<file path="src/rtl/uart_pkg.sv">
// uart_pkg: encodings and constants shared by the UART RX/TX parity logic.
`default_nettype none

package uart_pkg;

  typedef enum logic [1:0] {
    PAR_EVEN  = 2'd0,
    PAR_ODD   = 2'd1,
    PAR_MARK  = 2'd2,
    PAR_SPACE = 2'd3
  } par_mode_t;

  typedef enum logic [1:0] {
    ST_IDLE   = 2'd0,
    ST_DATA   = 2'd1,
    ST_PARITY = 2'd2,
    ST_DONE   = 2'd3
  } par_chk_state_t;

  localparam int MIN_DATA_LEN = 5;

endpackage

`default_nettype wire

</file>
<file path="src/rtl/uart_parity_accum.sv">
// uart_parity_accum: serial XOR accumulator plus mode-to-parity-bit mux.
`default_nettype none

module uart_parity_accum
  import uart_pkg::*;
(
  input  logic      clk,
  input  logic      rst,
  input  logic      clr,
  input  logic      en,
  input  logic      bit_in,
  input  par_mode_t mode,
  output logic      acc,
  output logic      par
);

  always_ff @(posedge clk or posedge rst) begin
    if (rst) begin
      acc <= 1'b0;
    end else if (clr) begin
      acc <= 1'b0;
    end else if (en) begin
      acc <= acc ^ bit_in;
    end
  end

  always_comb begin
    par = 1'b0;
    case (mode)
      PAR_EVEN:  par = acc;
      PAR_ODD:   par = ~acc;
      PAR_MARK:  par = 1'b1;
      PAR_SPACE: par = 1'b0;
      default:   par = 1'b0;
    endcase
  end

endmodule

`default_nettype wire

</file>
<file path="src/rtl/uart_parity_check.sv">
// uart_parity_check: serial data assembly and parity check for one RX frame.
`default_nettype none

module uart_parity_check
  import uart_pkg::*;
#(
  parameter int MAX_WIDTH = 9,
  parameter int LEN_W     = 4
) (
  input  logic                 clk,
  input  logic                 rst,
  input  logic                 start,
  input  logic [LEN_W-1:0]     data_len,
  input  logic                 par_en,
  input  logic [1:0]           par_mode,
  input  logic                 bit_valid,
  input  logic                 bit_in,
  input  logic                 abort,
  output logic                 busy,
  output logic [MAX_WIDTH-1:0] data_out,
  output logic                 exp_parity,
  output logic                 par_err,
  output logic                 done
);

  par_chk_state_t       state;
  logic [LEN_W-1:0]     cnt;
  logic [LEN_W-1:0]     len_q;
  logic                 par_en_q;
  par_mode_t            mode_q;
  logic [LEN_W-1:0]     len_clamped;
  logic [MAX_WIDTH-1:0] bit_word;
  logic                 last_bit;
  logic                 acc_clr;
  logic                 acc_en;
  logic                 acc;
  logic                 par;

  always_comb begin
    len_clamped = data_len;
    if (data_len < LEN_W'(MIN_DATA_LEN)) begin
      len_clamped = LEN_W'(MIN_DATA_LEN);
    end else if (data_len > LEN_W'(MAX_WIDTH)) begin
      len_clamped = LEN_W'(MAX_WIDTH);
    end
  end

  // data_out is cleared at start, so OR-ing the shifted bit writes position cnt
  assign bit_word = MAX_WIDTH'(bit_in) << cnt;
  assign last_bit = (cnt == len_q - LEN_W'(1));
  assign acc_clr  = abort | start;
  assign acc_en   = (state == ST_DATA) & bit_valid & ~abort & ~start;

  uart_parity_accum u_accum (
    .clk    (clk),
    .rst    (rst),
    .clr    (acc_clr),
    .en     (acc_en),
    .bit_in (bit_in),
    .mode   (mode_q),
    .acc    (acc),
    .par    (par)
  );

  always_ff @(posedge clk or posedge rst) begin
    if (rst) begin
      state      <= ST_IDLE;
      cnt        <= '0;
      len_q      <= LEN_W'(MIN_DATA_LEN);
      par_en_q   <= 1'b0;
      mode_q     <= PAR_EVEN;
      data_out   <= '0;
      exp_parity <= 1'b0;
      par_err    <= 1'b0;
      done       <= 1'b0;
      busy       <= 1'b0;
    end else begin
      done       <= 1'b0;
      par_err    <= 1'b0;
      exp_parity <= 1'b0;
      if (abort) begin
        state <= ST_IDLE;
        cnt   <= '0;
        busy  <= 1'b0;
      end else if (start) begin
        state    <= ST_DATA;
        cnt      <= '0;
        data_out <= '0;
        len_q    <= len_clamped;
        par_en_q <= par_en;
        mode_q   <= par_mode_t'(par_mode);
        busy     <= 1'b1;
      end else begin
        case (state)
          ST_DATA: begin
            if (bit_valid) begin
              data_out <= data_out | bit_word;
              cnt      <= cnt + LEN_W'(1);
              if (last_bit) begin
                if (par_en_q) begin
                  state <= ST_PARITY;
                end else begin
                  state <= ST_DONE;
                  done  <= 1'b1;
                end
              end
            end
          end
          ST_PARITY: begin
            if (bit_valid) begin
              state      <= ST_DONE;
              done       <= 1'b1;
              exp_parity <= par;
              par_err    <= bit_in ^ par;
            end
          end
          ST_DONE: begin
            state <= ST_IDLE;
            busy  <= 1'b0;
          end
          default: state <= ST_IDLE;
        endcase
      end
    end
  end

endmodule

`default_nettype wire

</file>
<file path="config.mk">
export PLATFORM = sky130hd
export DESIGN_NAME = uart_parity_check
export DESIGN_NICKNAME = d
export VERILOG_FILES = /design/src/rtl/uart_pkg.sv /design/src/rtl/uart_parity_accum.sv /design/src/rtl/uart_parity_check.sv
export SDC_FILE = /design/constraint.sdc
export NUM_CORES = 1
export LEC_CHECK = 0
export CELL_PAD_IN_SITES_DETAIL_PLACEMENT = 1
export CELL_PAD_IN_SITES_GLOBAL_PLACEMENT = 1
export CORE_MARGIN = 5
export CORE_UTILIZATION = 30
export DETAILED_ROUTE_END_ITERATION = 16
export GPL_TIMING_DRIVEN = 1
export MAX_ROUTING_LAYER = met4
export PLACE_DENSITY = 0.72
export SLEW_MARGIN = 20
export SYNTH_ARGS = -nofsm -noshare
export SYNTH_HDL_FRONTEND = slang
export SYNTH_HIERARCHICAL = 1
export SYNTH_SLANG_ARGS = --single-unit
</file>
<file path="constraint.sdc">
create_clock -name clk -period 1.6 [get_ports clk]
set_input_delay 0.32 -clock clk [delete_from_list [all_inputs] [get_ports clk]]
set_output_delay 0.32 -clock clk [all_outputs]
set_load 0.05 [all_outputs]
</file>
After elaboration in Yosys (flattened, before gate mapping)

Index checks and enable logic that the tools add are counted.

Bits of input ports: 13
Logic and storage cells: 84
Bits in registers: 27

Bitwise gates (word level): 10
Shift operators: 1
Equal/unequal tests: 10
Multiplexer cells: 37
$add $sub $neg: 2
Reduce and logical (&&, ||, !) cells: 11
$lt $le $gt $ge: 2

Operator list:

| cell                                                        | count |
|---|---|
| 2-to-1 mux 9 bit                                            | 3 |
| 2-to-1 mux 4 bit                                            | 6 |
| 2-to-1 mux 1 bit                                            | 20 |
| != test 4 bit (second input constant)                       | 3 |
| 2-to-1 mux 2 bit                                            | 5 |
| OR 9 bit                                                    | 1 |
| nonzero test 3 bit                                          | 3 |
| << shifter 1 x 4 -> 9 bit                                   | 1 |
| == test 2 bit (second input constant)                       | 4 |
| AND reduction 3 bit                                         | 2 |
| nonzero test 2 bit                                          | 3 |
| adder 4 x 1 -> 4 bit (second input constant)                | 1 |
| == test 2 x 1 -> 1 bit (second input constant)              | 2 |
| == test 4 bit                                               | 1 |
| greater-than comparator 4 bit (second input constant)       | 1 |
| less-than comparator 4 x 3 -> 1 bit (second input constant) | 1 |
| one-hot mux 1 bit (4 select lines)                          | 1 |
| one-hot mux 2 bit (2 select lines)                          | 1 |
| AND reduction 2 bit                                         | 2 |
| subtractor 4 x 1 -> 4 bit (second input constant)           | 1 |
| bitwise AND 1 bit                                           | 3 |
| NOT 1 bit                                                   | 3 |
| zero test 2 bit                                             | 1 |
| one-hot mux 1 bit (2 select lines)                          | 1 |
| 2 further kinds                                             | 3 |

Depth between registers and ports, before layout

Depth after elaboration: 7
Depth in mapped cells: 7
Depth with buffers taken out: 6

Cells and area by module

Netlist, hierarchy kept.

By module, submodules not included:

| module            | instances | area an instance (um^2) | cells an instance |
|---|---|---|---|
| uart_parity_check | 1         | 1270.0                  | 120 |
| uart_parity_accum | 1         | 67.6                    | 7 |

Worst setup path after synthesis

OpenSTA, ideal clock, no wires.

Path type: reg-to-reg
From: register len_q[0]
To: register state[1]
Data required time: 1.475 ns
Cell stages (with the launch flop): 7
Clock period less this slack: 1.743 ns
Path slack: -0.143 ns
Arrival time: 1.618 ns
Cells stage by stage: dfstp_2 > inv_1 > ha_1 > xnor2_1 > nor2_1 > a41oi_2 > mux2_4

Longest elaborated chain between the ends: 4

RTL lines:

| element                       | RTL line                | source |
|---|---|---|
| start, declared               | uart_parity_check.sv:28 | `logic [LEN_W-1:0] len_q;` |
| start signal, assigned        | uart_parity_check.sv:69 | `len_q <= LEN_W'(MIN_DATA_LEN);` |
| start signal, assigned        | uart_parity_check.sv:89 | `len_q <= len_clamped;` |
| subtractor 4 x 1 -> 4 bit     | uart_parity_check.sv:50 | `assign last_bit = (cnt == len_q - LEN_W'(1));` |
| == test 4 bit                 | uart_parity_check.sv:50 |  |
| != test 4 bit (no line)       | n/a                     |  |
| AND reduction 3 bit (no line) | n/a                     |  |
| end signal, assigned          | uart_parity_check.sv:67 | `state <= ST_IDLE;` |
| end signal, assigned          | uart_parity_check.sv:82 | `state <= ST_IDLE;` |
| end signal, assigned          | uart_parity_check.sv:86 | `state <= ST_DATA;` |
| end, declared                 | uart_parity_check.sv:26 | `par_chk_state_t state;` |

Every way passes these cells.
A chain may end at the register's enable or synchronous reset.

Worst setup path after layout

From: register len_q[0]
To: register state[0]

Same word-level chain as after synthesis.

==> results.sh <==
export IMPL_outcome="finished with violations"
export IMPL_violations="negative setup slack"
export IMPL_timing_worst_setup_path_type="flop to flop"
export IMPL_start_util=0.307
export IMPL_max_freq_ghz=0.583
export IMPL_first_global_vias=1259
export IMPL_num_vias=1058
export IMPL_synth_top_area_share=0.468
export IMPL_die_height_um=76.8
export IMPL_setup_tns_final_ns=-0.291
export IMPL_synth_top_area_cell="sky130_fd_sc_hd__dfrtp_1"
export IMPL_cp_slowest_stage_delay_ns=0.55
export IMPL_dp_cells=217
export IMPL_die_w_um=76.8
export IMPL_max_cap_viol_count=0
export IMPL_post_synth_inst_count=127
export IMPL_drv_slew=0
export IMPL_detailedRoute_firstPassIterationCount=4
export IMPL_ir_drop_v=0.000307
export IMPL_fillerInstances=497
export IMPL_antennaDiodeCount=0
export IMPL_post_dp_hpwl_um=2650
export IMPL_critical_path_slowest_cell="sky130_fd_sc_hd__dfstp_2"
export IMPL_grt_overflow=0
export IMPL_finalCritPeriodShare=1.07
export IMPL_layout_cells_most_common="sky130_fd_sc_hd__buf_4"
export IMPL_postSynth_topFlopCell="sky130_fd_sc_hd__dfrtp_1"
export IMPL_placement_rows=24
export IMPL_cellPowerDensity_nw_per_um2=745
export IMPL_antenna_left=0
export IMPL_cellLeakagePower_uw=0.000867
export IMPL_synth_ff_latch_count=27
export IMPL_final_cell_mix="sky130_fd_sc_hd__buf_4, sky130_fd_sc_hd__dfrtp_1, sky130_fd_sc_hd__nor2_1"
export IMPL_placement_io_buffers=25
export IMPL_critical_path_startpoint_type="flop"
export IMPL_worstMarginPinSlew_ns=0.353
export IMPL_pin_count=26
export IMPL_report_power_total_uw=1440
export IMPL_number_of_antenna_violations_at_the_first_check_in_global_routing=0
export IMPL_setup_viol_count_final=3
export IMPL_initialDrtViolationCount=58
export IMPL_grt_max_degree=27
export IMPL_final_core_utilization=0.444
export IMPL_tritoncts_num_buffers=3
export IMPL_average_size_of_a_mapped_cell_um2=10.5
export IMPL_finalHoldViolCount=0
export IMPL_grt_first_pass_wirelength_um=6040
export IMPL_yosys_warnings=6
export IMPL_proportion_of_register_bits_with_asynchronous_set_or_reset_after_synthesis=1.00
export IMPL_core_um2=4350
export IMPL_design_die_area_um2=5890
export IMPL_worst_setup_hold_path_clk_slew_ns=0.09
export IMPL_area_delta_synth_final_pct=44.4
export IMPL_rsz0062_at_grt="yes"
export IMPL_ys_types=37
export IMPL_cts_tree="yes"
export IMPL_nets=192
export IMPL_worst_skew_pair_late_latency_ns=0.27
export IMPL_synth_edff_count=0
export IMPL_sequential_fraction_of_the_synthesis_area=0.507
export IMPL_clock_sinks=27
export IMPL_final_period_minus_worst_setup_slack_ns=1.71
export IMPL_crit_arrival_ns=1.91
export IMPL_min_path_type="primary input to async pin"
export IMPL_drt_wirelength_per_cell_um=15.4
export IMPL_required_ns=1.79
export IMPL_grt_use_total=0.128
export IMPL_via_per_inst=4.70
export IMPL_max_slew_margin=0.764
export IMPL_worstSetupEndpointType="flop"
export IMPL_number_of_buffers_between_clock_root_and_the_deepest_sink=2
export IMPL_layout_cells_non_filler=225
export IMPL_timing_clock_skew_ns=0.00142
export IMPL_critical_path_max_fanout=2
export IMPL_hold_ws_ns=0.199
export IMPL_htreeDepth=1
export IMPL_yosys_top_cells_area="sky130_fd_sc_hd__dfrtp_1, sky130_fd_sc_hd__xnor2_1, sky130_fd_sc_hd__ha_1"
export IMPL_remaining_drc_errors=0
export IMPL_synthesized_net_count=145
export IMPL_post_route_worst_setup_slack_ns=-0.114
export IMPL_cts_root_buffer="sky130_fd_sc_hd__clkbuf_8"
export IMPL_critical_path_cell_chain="inv_2 -> ha_4 -> xnor2_4 -> xnor2_2 -> a41oi_2 -> buf_4 -> mux2i_1"
export IMPL_wire_length_reported_by_the_detailed_router_um=3460
export IMPL_globalplace_congestion=0.867
export IMPL_netlist_area_um2=1340
export IMPL_post_route_cells_drive_above_1_share=0.318
synthesized netlist by cell type, types with 3 or more instances:
cell type	number
sky130_fd_sc_hd__mux2_2	4
sky130_fd_sc_hd__nand2_1	12
sky130_fd_sc_hd__a22o_1	3
sky130_fd_sc_hd__o21a_1	3
sky130_fd_sc_hd__ha_1	5
sky130_fd_sc_hd__dfrtp_1	25
sky130_fd_sc_hd__nor2_1	15
sky130_fd_sc_hd__xnor2_1	9
sky130_fd_sc_hd__a21oi_1	4
sky130_fd_sc_hd__o21ai_0	4
sky130_fd_sc_hd__buf_2	3
sky130_fd_sc_hd__inv_1	9
worst max-delay path, delay by kind of cell, from the launching register on:
kind                       cells  cell delay [ns]
muxes                          1             0.20
xor gates and xnor gates       2             0.28
DFF                            1             0.55
adders and majority gates      1             0.17
AOI/OAI and AO/OA              1             0.24
buffers and inverters          2             0.21
path summary, 6_finish.rpt:
path	cells after the start	end	slack (ns)	from
worst max-delay path	7	state[0]$_DFFE_PP0P_	-0.11	len_q[0]$_DFFE_PP1P_
worst min-delay path	2	u_accum/acc$_DFFE_PP0P_	0.20	rst
worst max register to register	7	state[0]$_DFFE_PP0P_	-0.11	len_q[0]$_DFFE_PP1P_
worst min register to register	2	data_out[7]$_DFFE_PP0P_	0.51	data_out[7]$_DFFE_PP0P_
max in group asynchronous	3	len_q[2]$_DFFE_PP1P_	0.86	rst
min in group clk	2	data_out[7]$_DFFE_PP0P_	0.51	data_out[7]$_DFFE_PP0P_
layer usage:
metal  vias up  global-route usage  share of wire
met1       520               0.151           0.44
met3         6              0.0164          0.016
met2        15               0.220           0.52
met4         0              0.0490          0.018
met5         -                   -              0
li1        517                   -              -
area by class of cell:
cell class	instances	area, µm²	share of cell area
multi-input combinational	86	652	0.337
tap	52	65.1	0.0337
inverter	9	33.8	0.0175
timing repair buffer	47	458	0.237
clock buffer	4	45.0	0.0233
sequential	27	678	0.351
per-stage QoR:
step	worst slack (ns)	instance area [µm²]
detailed placement	-0.253	1820
floorplan	-0.0677	1360
global route	-0.190	1930
global placement	-0.153	1820
finish	-0.114	1930
CTS	-0.146	1900
logic make-up (layout without fill, tap and decap cells):
logic type	Yosys count	in the layout	share of synthesized area
XOR/XNOR	11	11	0.0720
adder cells (fa/ha/maj)	5	5	0.0468
AND/OR/NAND/NOR	42	42	0.152
AO/OA/AOI/OAI	22	22	0.122
multiplexers	6	6	0.0524
flip-flops	27	27	0.507
buffers and inverters	14	60	0.0477
timing repair:
item | CTS | global route
setup endpoints to repair | 2 | 12
buffers inserted | 2 | 2
hold buffers | 0 | 0
pin swaps | 3 | 5
gates resized for setup | 2 | 4
state kept, by name, summed over array words and instances (netlist names):
register / cells
busy: 1
cnt: 4
data_out: 9
done: 1
exp_parity: 1
len_q: 4
mode_q: 2
par_en_q: 1
par_err: 1
state: 2
u_accum/acc: 1
report_power, final:
part / total (µW) / switching [µW] / internal, µW / leakage, µW
Sequential: 742 / 26.2 / 716 / 0.000358
Combinational: 306 / 140 / 166 / 0.000486
Clock: 392 / 213 / 179 / 0.0000228
(Power assumes the default switching activity.)
